File: config.mk
export PLATFORM = sky130hd
export DESIGN_NAME = aes_ahb_master
export DESIGN_NICKNAME = d
export VERILOG_FILES = /design/src/rtl/aes_ahb_pkg.sv /design/src/rtl/aes_ahb_master_beat_counter.sv /design/src/rtl/aes_ahb_master.sv
export SDC_FILE = /design/constraint.sdc
export NUM_CORES = 2
export LEC_CHECK = 0
export BUFFER_PORTS_ARGS = -buffer_cell sky130_fd_sc_hd__buf_2
export CAP_MARGIN = 40
export CELL_PAD_IN_SITES_DETAIL_PLACEMENT = 0
export CELL_PAD_IN_SITES_GLOBAL_PLACEMENT = 1
export CORE_AREA = 4 4 487 489
export CTS_BUF_LIST = sky130_fd_sc_hd__clkbuf_16
export CTS_CLUSTER_SIZE = 40
export DETAILED_ROUTE_END_ITERATION = 8
export DIE_AREA = 0 0 491 493
export PLACE_DENSITY_LB_ADDON = 0.1
export SYNTH_ARGS = -nofsm -noshare
export SYNTH_HDL_FRONTEND = slang
export SYNTH_SLANG_ARGS = --single-unit
File: constraint.sdc
create_clock -name HCLK -period 2.7 [get_ports HCLK]
set_input_delay 0.135 -clock HCLK [delete_from_list [all_inputs] [get_ports HCLK]]
set_output_delay 0.135 -clock HCLK [all_outputs]
set_load 0.01 [all_outputs]
File: src/rtl/aes_ahb_pkg.sv
// aes_ahb_pkg: AHB-Lite encodings, master states and the default AES slave address map.
package aes_ahb_pkg;
    typedef enum logic [1:0] {HT_IDLE = 2'd0, HT_BUSY = 2'd1, HT_NONSEQ = 2'd2, HT_SEQ = 2'd3} htrans_t;
    typedef enum logic [3:0] {S_IDLE, S_MODE, S_GAP1, S_KEY, S_GAP2, S_WDATA, S_GAP3, S_RDATA, S_FIN} state_t;
    localparam logic [2:0] HB_SINGLE = 3'd0;
    localparam logic [2:0] HB_INCR = 3'd1;
    localparam logic [1:0] HR_OKAY = 2'd0;
    localparam logic [1:0] HR_ERROR = 2'd1;
    localparam logic [31:0] DEF_MODE_ENC_ADDR = 32'h04;
    localparam logic [31:0] DEF_MODE_DEC_ADDR = 32'h08;
    localparam logic [31:0] DEF_KEY_BASE = 32'h10;
    localparam logic [31:0] DEF_WDATA_BASE = 32'h40;
    localparam logic [31:0] DEF_RDATA_BASE = 32'h80;
    // Beat 4b+w is the most-significant-first word w of block b, i.e. packed word 4b+3-w
    function automatic logic [3:0] word_idx(input logic [3:0] beat);
        return {beat[3:2], ~beat[1:0]};
    endfunction
endpackage

File: src/rtl/aes_ahb_master_beat_counter.sv
// ahb_beat_counter: burst beat index that advances only on accepted address phases.
module ahb_beat_counter
    import aes_ahb_pkg::*;
(
    input  logic       HCLK,
    input  logic       HRESETn,
    input  logic       clear,
    input  logic       enable,
    input  logic       hready,
    input  logic [3:0] beats_m1,
    output logic [3:0] count,
    output logic       last
);
    logic [3:0] count_q, count_d;
    always_comb count_d = clear ? 4'd0 : (enable && hready) ? count_q + 4'd1 : count_q;
    always_ff @(posedge HCLK or negedge HRESETn) begin
        if (!HRESETn) count_q <= 4'd0;
        else count_q <= count_d;
    end
    assign count = count_q;
    assign last = count_q == beats_m1;
endmodule

File: src/rtl/aes_ahb_master.sv
// aes_ahb_master: AHB-Lite master running one AES job (mode, key, 4 blocks in, 16 words out)
// against the AES_toplevel slave.
module aes_ahb_master
    import aes_ahb_pkg::*;
#(
    parameter logic [31:0] MODE_ENC_ADDR = DEF_MODE_ENC_ADDR,
    parameter logic [31:0] MODE_DEC_ADDR = DEF_MODE_DEC_ADDR,
    parameter logic [31:0] KEY_BASE = DEF_KEY_BASE,
    parameter logic [31:0] WDATA_BASE = DEF_WDATA_BASE,
    parameter logic [31:0] RDATA_BASE = DEF_RDATA_BASE
) (
    input  logic              HCLK,
    input  logic              HRESETn,
    input  logic              start,
    input  logic              decrypt,
    input  logic [127:0]      key,
    input  logic [3:0][127:0] in_data,
    output logic [15:0][31:0] out_data,
    output logic              busy,
    output logic              done,
    output logic              error,
    output logic              HSELx,
    output logic [31:0]       HADDR,
    output logic [31:0]       HWDATA,
    output logic [2:0]        HBURST,
    output logic [3:0]        HPROT,
    output logic [2:0]        HSIZE,
    output logic [1:0]        HTRANS,
    output logic              HWRITE,
    input  logic [31:0]       HRDATA,
    input  logic              HREADY,
    input  logic [1:0]        HRESP
);
    state_t state_q, state_d;
    htrans_t htrans_q, htrans_d;
    logic [31:0] haddr_q, haddr_d, hwdata_q, hwdata_d, base;
    logic [2:0] hburst_q, hburst_d;
    logic hsel_q, hsel_d, hwrite_q, hwrite_d, busy_q, busy_d, done_q, done_d, error_q, error_d;
    logic rd_pend_q, rd_pend_d, last, in_burst;
    logic [3:0] rd_idx_q, rd_idx_d, beat;
    logic [3:0][31:0] key_q, key_d;
    logic [15:0][31:0] wd_q, wd_d, out_q, out_d;

    assign in_burst = state_q inside {S_KEY, S_WDATA, S_RDATA};
    assign base = (state_q inside {S_GAP1, S_KEY}) ? KEY_BASE :
                  (state_q inside {S_GAP2, S_WDATA}) ? WDATA_BASE : RDATA_BASE;

    ahb_beat_counter u_beat (
        .HCLK(HCLK), .HRESETn(HRESETn), .clear(!in_burst), .enable(in_burst), .hready(HREADY),
        .beats_m1(state_q == S_KEY ? 4'd3 : 4'd15), .count(beat), .last(last)
    );

    always_comb begin
        state_d = state_q;
        htrans_d = htrans_q;
        haddr_d = haddr_q;
        hwdata_d = hwdata_q;
        hburst_d = hburst_q;
        hsel_d = hsel_q;
        hwrite_d = hwrite_q;
        busy_d = busy_q;
        done_d = 1'b0;
        error_d = error_q;
        rd_pend_d = rd_pend_q;
        rd_idx_d = rd_idx_q;
        key_d = key_q;
        wd_d = wd_q;
        out_d = out_q;
        if (state_q == S_IDLE) begin
            if (start) begin
                state_d = S_MODE;
                htrans_d = HT_NONSEQ;
                haddr_d = decrypt ? MODE_DEC_ADDR : MODE_ENC_ADDR;
                hburst_d = HB_SINGLE;
                hsel_d = 1'b1;
                hwrite_d = 1'b1;
                busy_d = 1'b1;
                error_d = 1'b0;
                key_d = key;
                wd_d = in_data;
            end
        end else if (!HREADY) begin
            // First cycle of a two-cycle ERROR response: cancel the pending address phase
            if (HRESP == HR_ERROR) begin
                state_d = S_FIN;
                htrans_d = HT_IDLE;
                hsel_d = 1'b0;
                error_d = 1'b1;
                rd_pend_d = 1'b0;
            end
        end else begin
            if (rd_pend_q) out_d[rd_idx_q] = HRDATA;
            rd_pend_d = state_q == S_RDATA;
            rd_idx_d = beat;
            case (state_q)
                S_MODE: begin
                    state_d = S_GAP1;
                    htrans_d = HT_IDLE;
                    hsel_d = 1'b0;
                    hwdata_d = '0;
                end
                S_GAP1, S_GAP2, S_GAP3: begin
                    state_d = state_q == S_GAP1 ? S_KEY : state_q == S_GAP2 ? S_WDATA : S_RDATA;
                    htrans_d = HT_NONSEQ;
                    haddr_d = base;
                    hburst_d = HB_INCR;
                    hsel_d = 1'b1;
                    hwrite_d = state_q != S_GAP3;
                end
                S_KEY, S_WDATA, S_RDATA: begin
                    hwdata_d = state_q == S_KEY ? key_q[~beat[1:0]] :
                               state_q == S_WDATA ? wd_q[word_idx(beat)] : hwdata_q;
                    htrans_d = last ? HT_IDLE : HT_SEQ;
                    hsel_d = !last;
                    haddr_d = last ? haddr_q : base + {26'd0, beat + 4'd1, 2'b00};
                    if (last) state_d = state_q == S_KEY ? S_GAP2 : state_q == S_WDATA ? S_GAP3 : S_FIN;
                end
                S_FIN: begin
                    state_d = S_IDLE;
                    busy_d = 1'b0;
                    done_d = 1'b1;
                end
                default: ;
            endcase
        end
    end

    always_ff @(posedge HCLK or negedge HRESETn) begin
        if (!HRESETn) begin
            state_q <= S_IDLE;
            htrans_q <= HT_IDLE;
            haddr_q <= '0;
            hwdata_q <= '0;
            hburst_q <= '0;
            hsel_q <= 1'b0;
            hwrite_q <= 1'b0;
            busy_q <= 1'b0;
            done_q <= 1'b0;
            error_q <= 1'b0;
            rd_pend_q <= 1'b0;
            rd_idx_q <= '0;
            key_q <= '0;
            wd_q <= '0;
            out_q <= '0;
        end else begin
            state_q <= state_d;
            htrans_q <= htrans_d;
            haddr_q <= haddr_d;
            hwdata_q <= hwdata_d;
            hburst_q <= hburst_d;
            hsel_q <= hsel_d;
            hwrite_q <= hwrite_d;
            busy_q <= busy_d;
            done_q <= done_d;
            error_q <= error_d;
            rd_pend_q <= rd_pend_d;
            rd_idx_q <= rd_idx_d;
            key_q <= key_d;
            wd_q <= wd_d;
            out_q <= out_d;
        end
    end

    assign HSELx = hsel_q;
    assign HADDR = haddr_q;
    assign HWDATA = hwdata_q;
    assign HBURST = hburst_q;
    assign HPROT = 4'd0;
    assign HSIZE = 3'd2;
    assign HTRANS = htrans_q;
    assign HWRITE = hwrite_q;
    assign busy = busy_q;
    assign done = done_q;
    assign error = error_q;
    assign out_data = out_q;
endmodule

== Word-level counts from Yosys, hierarchy flattened ==
Index checks and enable logic that the tools add are counted.

* Register bits after elaboration: 1239
* Input port bits: 679
* Output and inout port bits: 593
* Word-level logic and storage cells: 164

* Add/sub/neg operators: 2
* Order comparisons: 4
* Equal/unequal tests: 19
* Mux-type cells: 60
* Bitwise operators: 2
* Reduce and logical (&&, ||, !) cells: 28

{| class="wikitable"
|+ Operator list
! cell !! count
|-
| $bwmux W512 || 1
|-
| $mux W32 || 9
|-
| $bmux W32 S4 || 1
|-
| $demux W32 S4 || 1
|-
| $pmux W32 S2 || 2
|-
| $bmux W32 S2 || 1
|-
| $mux W4 || 11
|-
| $mux W1 || 18
|-
| $eq A4 B3 Y1 const B || 4
|-
| $mux W8 || 2
|-
| $pmux W4 S4 || 1
|-
| $reduce_bool A2 Y1 || 8
|-
| $mux W3 || 5
|-
| $reduce_and A3 Y1 || 5
|-
| $mux W2 || 6
|-
| $reduce_and A4 Y1 || 3
|-
| $lt A4 B5 Y1 const B || 2
|-
| $add A8 B6 Y9 || 1
|-
| $reduce_bool A3 Y1 || 3
|-
| $eq A4 B2 Y1 const B || 2
|-
| $ne A3 B3 Y1 const B || 2
|-
| $ne A6 B1 Y1 const B || 1
|-
| $pmux W2 S3 || 1
|-
| $reduce_and A2 Y1 || 3
|-
| other kinds (19) || 22
|}

== Longest topological paths before layout ==
* Depth after elaboration: 9
* Gate-level depth with buffers: 10

== Modules after synthesis ==
Synthesis repeated with hierarchy kept, for this count alone.

* Cells, all modules: 4716
* Area, all modules: 50900.1 µm²

{| class="wikitable"
|+ Modules (own cells, without submodules)
! module !! instances !! cells an instance !! area an instance (µm²)
|-
| aes_ahb_master || 1 || 4693 || 50674.9
|-
| ahb_beat_counter || 1 || 23 || 225.2
|}

== Least setup slack after synthesis ==
No wires, ideal clock.

* Path kind: register -> register
* Start point: reg u_beat.count_q[0], in the netlist u_beat.count[0]
* End point: reg haddr_q[6], in the netlist HADDR[6]
* Data arrival time: 2.113 ns
* Data required time: 2.605 ns
* Path slack: 0.491 ns
* Stages on the path, launching flop included: 11
* Buffers on the path: 4
* Period minus slack after synthesis: 2.209 ns
* Cells stage by stage: dfrtp_1 buf_2 buf_4 buf_2 buf_2 nand3_1 xnor2_1 ha_1 a211oi_1 a31oi_1 o31ai_1

* Cells in the longest elaborated chain, start to end: 6

{| class="wikitable"
|+ Ends and longest elaborated chain
! what !! line !! text
|-
| start, declared || aes_ahb_master_beat_counter.sv:14 || <nowiki>logic [3:0] count_q, count_d;</nowiki>
|-
| start signal, assigned || aes_ahb_master_beat_counter.sv:18 || <nowiki>else count_q <= count_d;</nowiki>
|-
| $add A4 B1 Y4 || aes_ahb_master.sv:115 || <nowiki>haddr_d = last ? haddr_q : base + {26'd0, beat + 4'd1, 2'b00};</nowiki>
|-
| $add A8 B6 Y9 || aes_ahb_master.sv:115 ||
|-
| $mux W32 || aes_ahb_master.sv:115 ||
|-
| $pmux W32 S2 || aes_ahb_master.sv:95 || <nowiki>case (state_q)</nowiki>
|-
| $mux W32 || aes_ahb_master.sv:82 || <nowiki>end else if (!HREADY) begin</nowiki>
|-
| $mux W32 || aes_ahb_master.sv:69 || <nowiki>if (state_q == S_IDLE) begin</nowiki>
|-
| end signal, assigned || aes_ahb_master.sv:148 || <nowiki>haddr_q <= haddr_d;</nowiki>
|-
| end, declared || aes_ahb_master.sv:36 || <nowiki>logic [31:0] haddr_q, haddr_d, hwdata_q, hwdata_d, base;</nowiki>
|}

Parallel ways exist; a longest one is shown, timed or not. The select of a mux whose other input is x is not followed.
A chain may end at the register's enable or synchronous reset.

== Worst setup path after layout ==
* Start point: reg u_beat.count_q[0], in the netlist u_beat.count[0]
* End point: reg hwdata_q[22], in the netlist HWDATA[22]

* Cells in the longest elaborated chain, start to end: 6

{| class="wikitable"
|+ Ends and longest elaborated chain
! what !! line !! text
|-
| $not A2 Y2 (*) || aes_ahb_pkg.sv:16, aes_ahb_master.sv:111 ||
|-
| $bmux W32 S4 || aes_ahb_master.sv:112 || <nowiki>state_q == S_WDATA ? wd_q[word_idx(beat)] : hwdata_q;</nowiki>
|-
| $mux W32 (implied by the code) || aes_ahb_master.sv:112 ||
|-
| $mux W32 || aes_ahb_master.sv:112 ||
|-
| $mux W32 (*) || aes_ahb_master.sv:111 || <nowiki>hwdata_d = state_q == S_KEY ? key_q[~beat[1:0]] :</nowiki>
|-
| $pmux W32 S2 (*) || aes_ahb_master.sv:95 ||
|-
| end signal, assigned || aes_ahb_master.sv:149 || <nowiki>hwdata_q <= hwdata_d;</nowiki>
|-
| end, declared || aes_ahb_master.sv:36 ||
|}

Mark *: on every way between the ends. The rest lies on a longest branch, timed or not. The select of a mux whose other input is x is not followed.

==> results.yml <==
clock_network:
  cts_num_sinks: 1211
  cts_tree: "built"
  insertion_delay_ns: 0.80
  root_buffer: "clkbuf_16"
  htree_levels: 4
  cts_setup_buffers: 0
  cts.clk_slew.worst_paths_ns: 0.06
  clock_path_buffers: 3
  cts_buffers: 156
layout:
  final_cell_mix: "nand2_1, buf_2, dfrtp_1"
  mostFrequentLayoutCell: "nand2_1"
  stdcell_count: 9720
  final_cell_area_mm2: 0.0740
  postLayoutCoreUtil: 0.319
  drive_gt1_frac: 0.329
  area.growth.synth_to_final_pct: 45.6
  nets: 7214
power_and_ir_drop:
  p_int_mw: 40.7
  vdd_ir_drop_max_uv: 574
  sw_frac_of_total: 0.344
  pwr-share-comb: 0.261
  finalPower_mw: 62.1
  p_seq_frac: 0.420
  powerDensity_mw_per_mm2: 839
  p_sw_mw: 21.4
  power_leakage_nw: 38.9
  power.share.clock: 0.319
sta:
  fin_crit_ns: 2.68
  finalSetupViolations: 0
  final.period_utilization: 0.994
  hold_ws_ns: 0.0763
  worst_pin_slew_ns: 1.02
  fmax_mhz: 373
  max-slew-margin-rel: 0.323
  finalHoldViolations: 0
  fin_skew_ns: 0.0530
  grt_setup_unrepaired: "yes"
  slew_violations: 0
route:
  wl_um: 255000
  drt_iter0_markers: 2276
  drc: 0
  post_drt_wl_per_cell_um: 26.3
  final_antenna_net_count: 0
  drt_pass1_iterations: 5
  vias: 41500
  vias_per_cell: 4.27
floorplan:
  initial_core_util: 0.219
  rows: 177
  fp.dieW_um: 491
  io_pins: 1272
  dieArea_mm2: 0.242
  fp.coreArea_mm2: 0.232
  die_h_um: 493
global_route:
  overflow: 0
  grt_max_degree: 191
  antenna_found_initial: 49
  grt_pass1_vias: 44300
  grt_use_total: 0.207
  grt_first_pass_wirelength_um: 357000
setup_path:
  path_max_fanout: 22
  arrival_ns: 3.36
  critPathLaunchType: "register"
  required_ns: 3.38
  end_kind: "register"
  path_class: "reg -> reg"
logic_synthesis:
  netlist_area_mm2: 0.0508
  synthesis.area_per_instance_um2: 11.3
  synthCells: 4501
  ys_types: 58
  yosysWarningCount: 0
  synth_edf_count: 0
  ys_seq_area_frac: 0.596
  synthFlopType: "dfrtp_1"
  ys_ff_latch: 1211
  async_reset_ff_frac: 1.00
flow_run:
  drv_cap: 0
hold_path:
  hold_class: "in -> reg"
place:
  port_buffers: 1237
  placed_area_mm2: 0.0612
  placed_cells: 8629
  dpl.hpwl_um: 192000
  gp_congestion: 0.802
run_status:
  outcome: "complete, no violations"
## sequential cells by signal, summed over array words and instances (netlist names)
register and cells:
out_data 512, wd_q 512, key_q 128, HWDATA 32
HADDR 7, rd_idx_q 4, state_q 4, u_beat.count 4
HTRANS 2, HBURST 1, HWRITE 1, busy 1
done 1, error 1, rd_pend_q 1
## worst max-delay path: stages (launching register included)
cell and delay (ns):
dfrtp_4 0.52, buf_12 0.24, mux4_2 0.53, a22o_1 0.37, a2111oi_4 0.60, buf_4 0.20
o21ai_0 0.07
## per-stage QoR
stage | setup WS, ns | setup TNS [ns]
CTS | 0.0193 | 0
global route | -0.0705 | -0.0705
detailed placement | -0.177 | -0.243
floorplan | 0.491 | 0
global placement | -0.186 | -0.317
finish | 0.0155 | 0
## repair_timing
action / in CTS / in global routing
resized for setup: 4 / 8
endpoints found under the setup margin: 4 / 15
hold buffers: 788 / 0
pin swaps: 0 / 1
endpoints found under the hold margin: 2262 / 0
## cells in the mapped netlist (all sizes together) (2+ instances only)
cell,count,area [um2]
nand2,1979,7440
dfrtp,1211,30300
mux2,520,5970
buf,236,1450
mux4,129,2910
clkbuf,98,368
o21ai,68,340
mux2i,64,641
a22o,32,280
a2111oi,30,263
o22ai,30,188
nor2,15,56.3
nand3,9,65.1
a21oi,7,35.0
nor2b,7,43.8
inv,6,22.5
a211oi,5,42.5
nor3,5,30.0
and2,4,25.0
xor2,4,35.0
a21o,3,22.5
ha,3,37.5
nor3b,3,27.5
o31ai,3,22.5
a22oi,2,15.0
conb,2,7.51
nand3b,2,15.0
nand4,2,12.5
or4,2,15.0
xnor2,2,17.5
## final timing paths
kind / startpoint / to / slack [ns] / cells after the start
setup / recovery: u_beat.count[0] / HWDATA[22] / 0.02 / 6
hold / removal: key[51] / key_q[51] / 0.08 / 4
setup reg to reg: u_beat.count[0] / HWDATA[22] / 0.02 / 6
hold reg to reg: key_q[56] / key_q[56] / 0.47 / 2
max in group asynchronous: HRESETn / wd_q[18] / 1.67 / 3
min in group asynchronous: HRESETn / out_data[147] / 0.19 / 3
## layout make-up
cell class | count | area, um2
multi-input cells | 2982 | 18900
inverters | 6 | 22.5
fillers | 24100 | 158000
repair buffers | 2175 | 16100
well taps | 3043 | 3810
clock inverters | 124 | 865
clock buffers | 157 | 3930
diodes | 22 | 55.1
flip-flops and latches | 1211 | 30300
## kinds of logic (layout without fill, tap and decap cells)
group | Yosys count | in the layout | share of synthesized area
other | 2 | 56 | 0.000148
xor gates and xnor gates | 6 | 6 | 0.00103
DFF | 1211 | 1211 | 0.596
adders and majority gates | 3 | 3 | 0.000738
muxes | 713 | 713 | 0.187
AOI/OAI and AO/OA | 192 | 192 | 0.0258
buffers and inverters | 340 | 2462 | 0.0362
and+or+nand+nor | 2034 | 2034 | 0.153
## layer usage
metal  share of wire  up-vias  GRT usage
met3           0.055      324     0.0472
met4           0.039       28     0.0740
met5         0.00063        -          0
li1                -    18900          -
met2            0.49     1218      0.353
met1            0.42    21000      0.256
## power by group through the flow
stage,Sequential (mW),Clock [mW],Combinational (mW)
finish,26.1,19.8,16.2
global route,26.6,21.3,18.2
CTS,26.1,20.6,16.7
detailed placement,26.3,0,15.6
global placement,26.5,0,15.4
floorplan,25.0,0,9.29
Power figures use the tool's default switching activity.
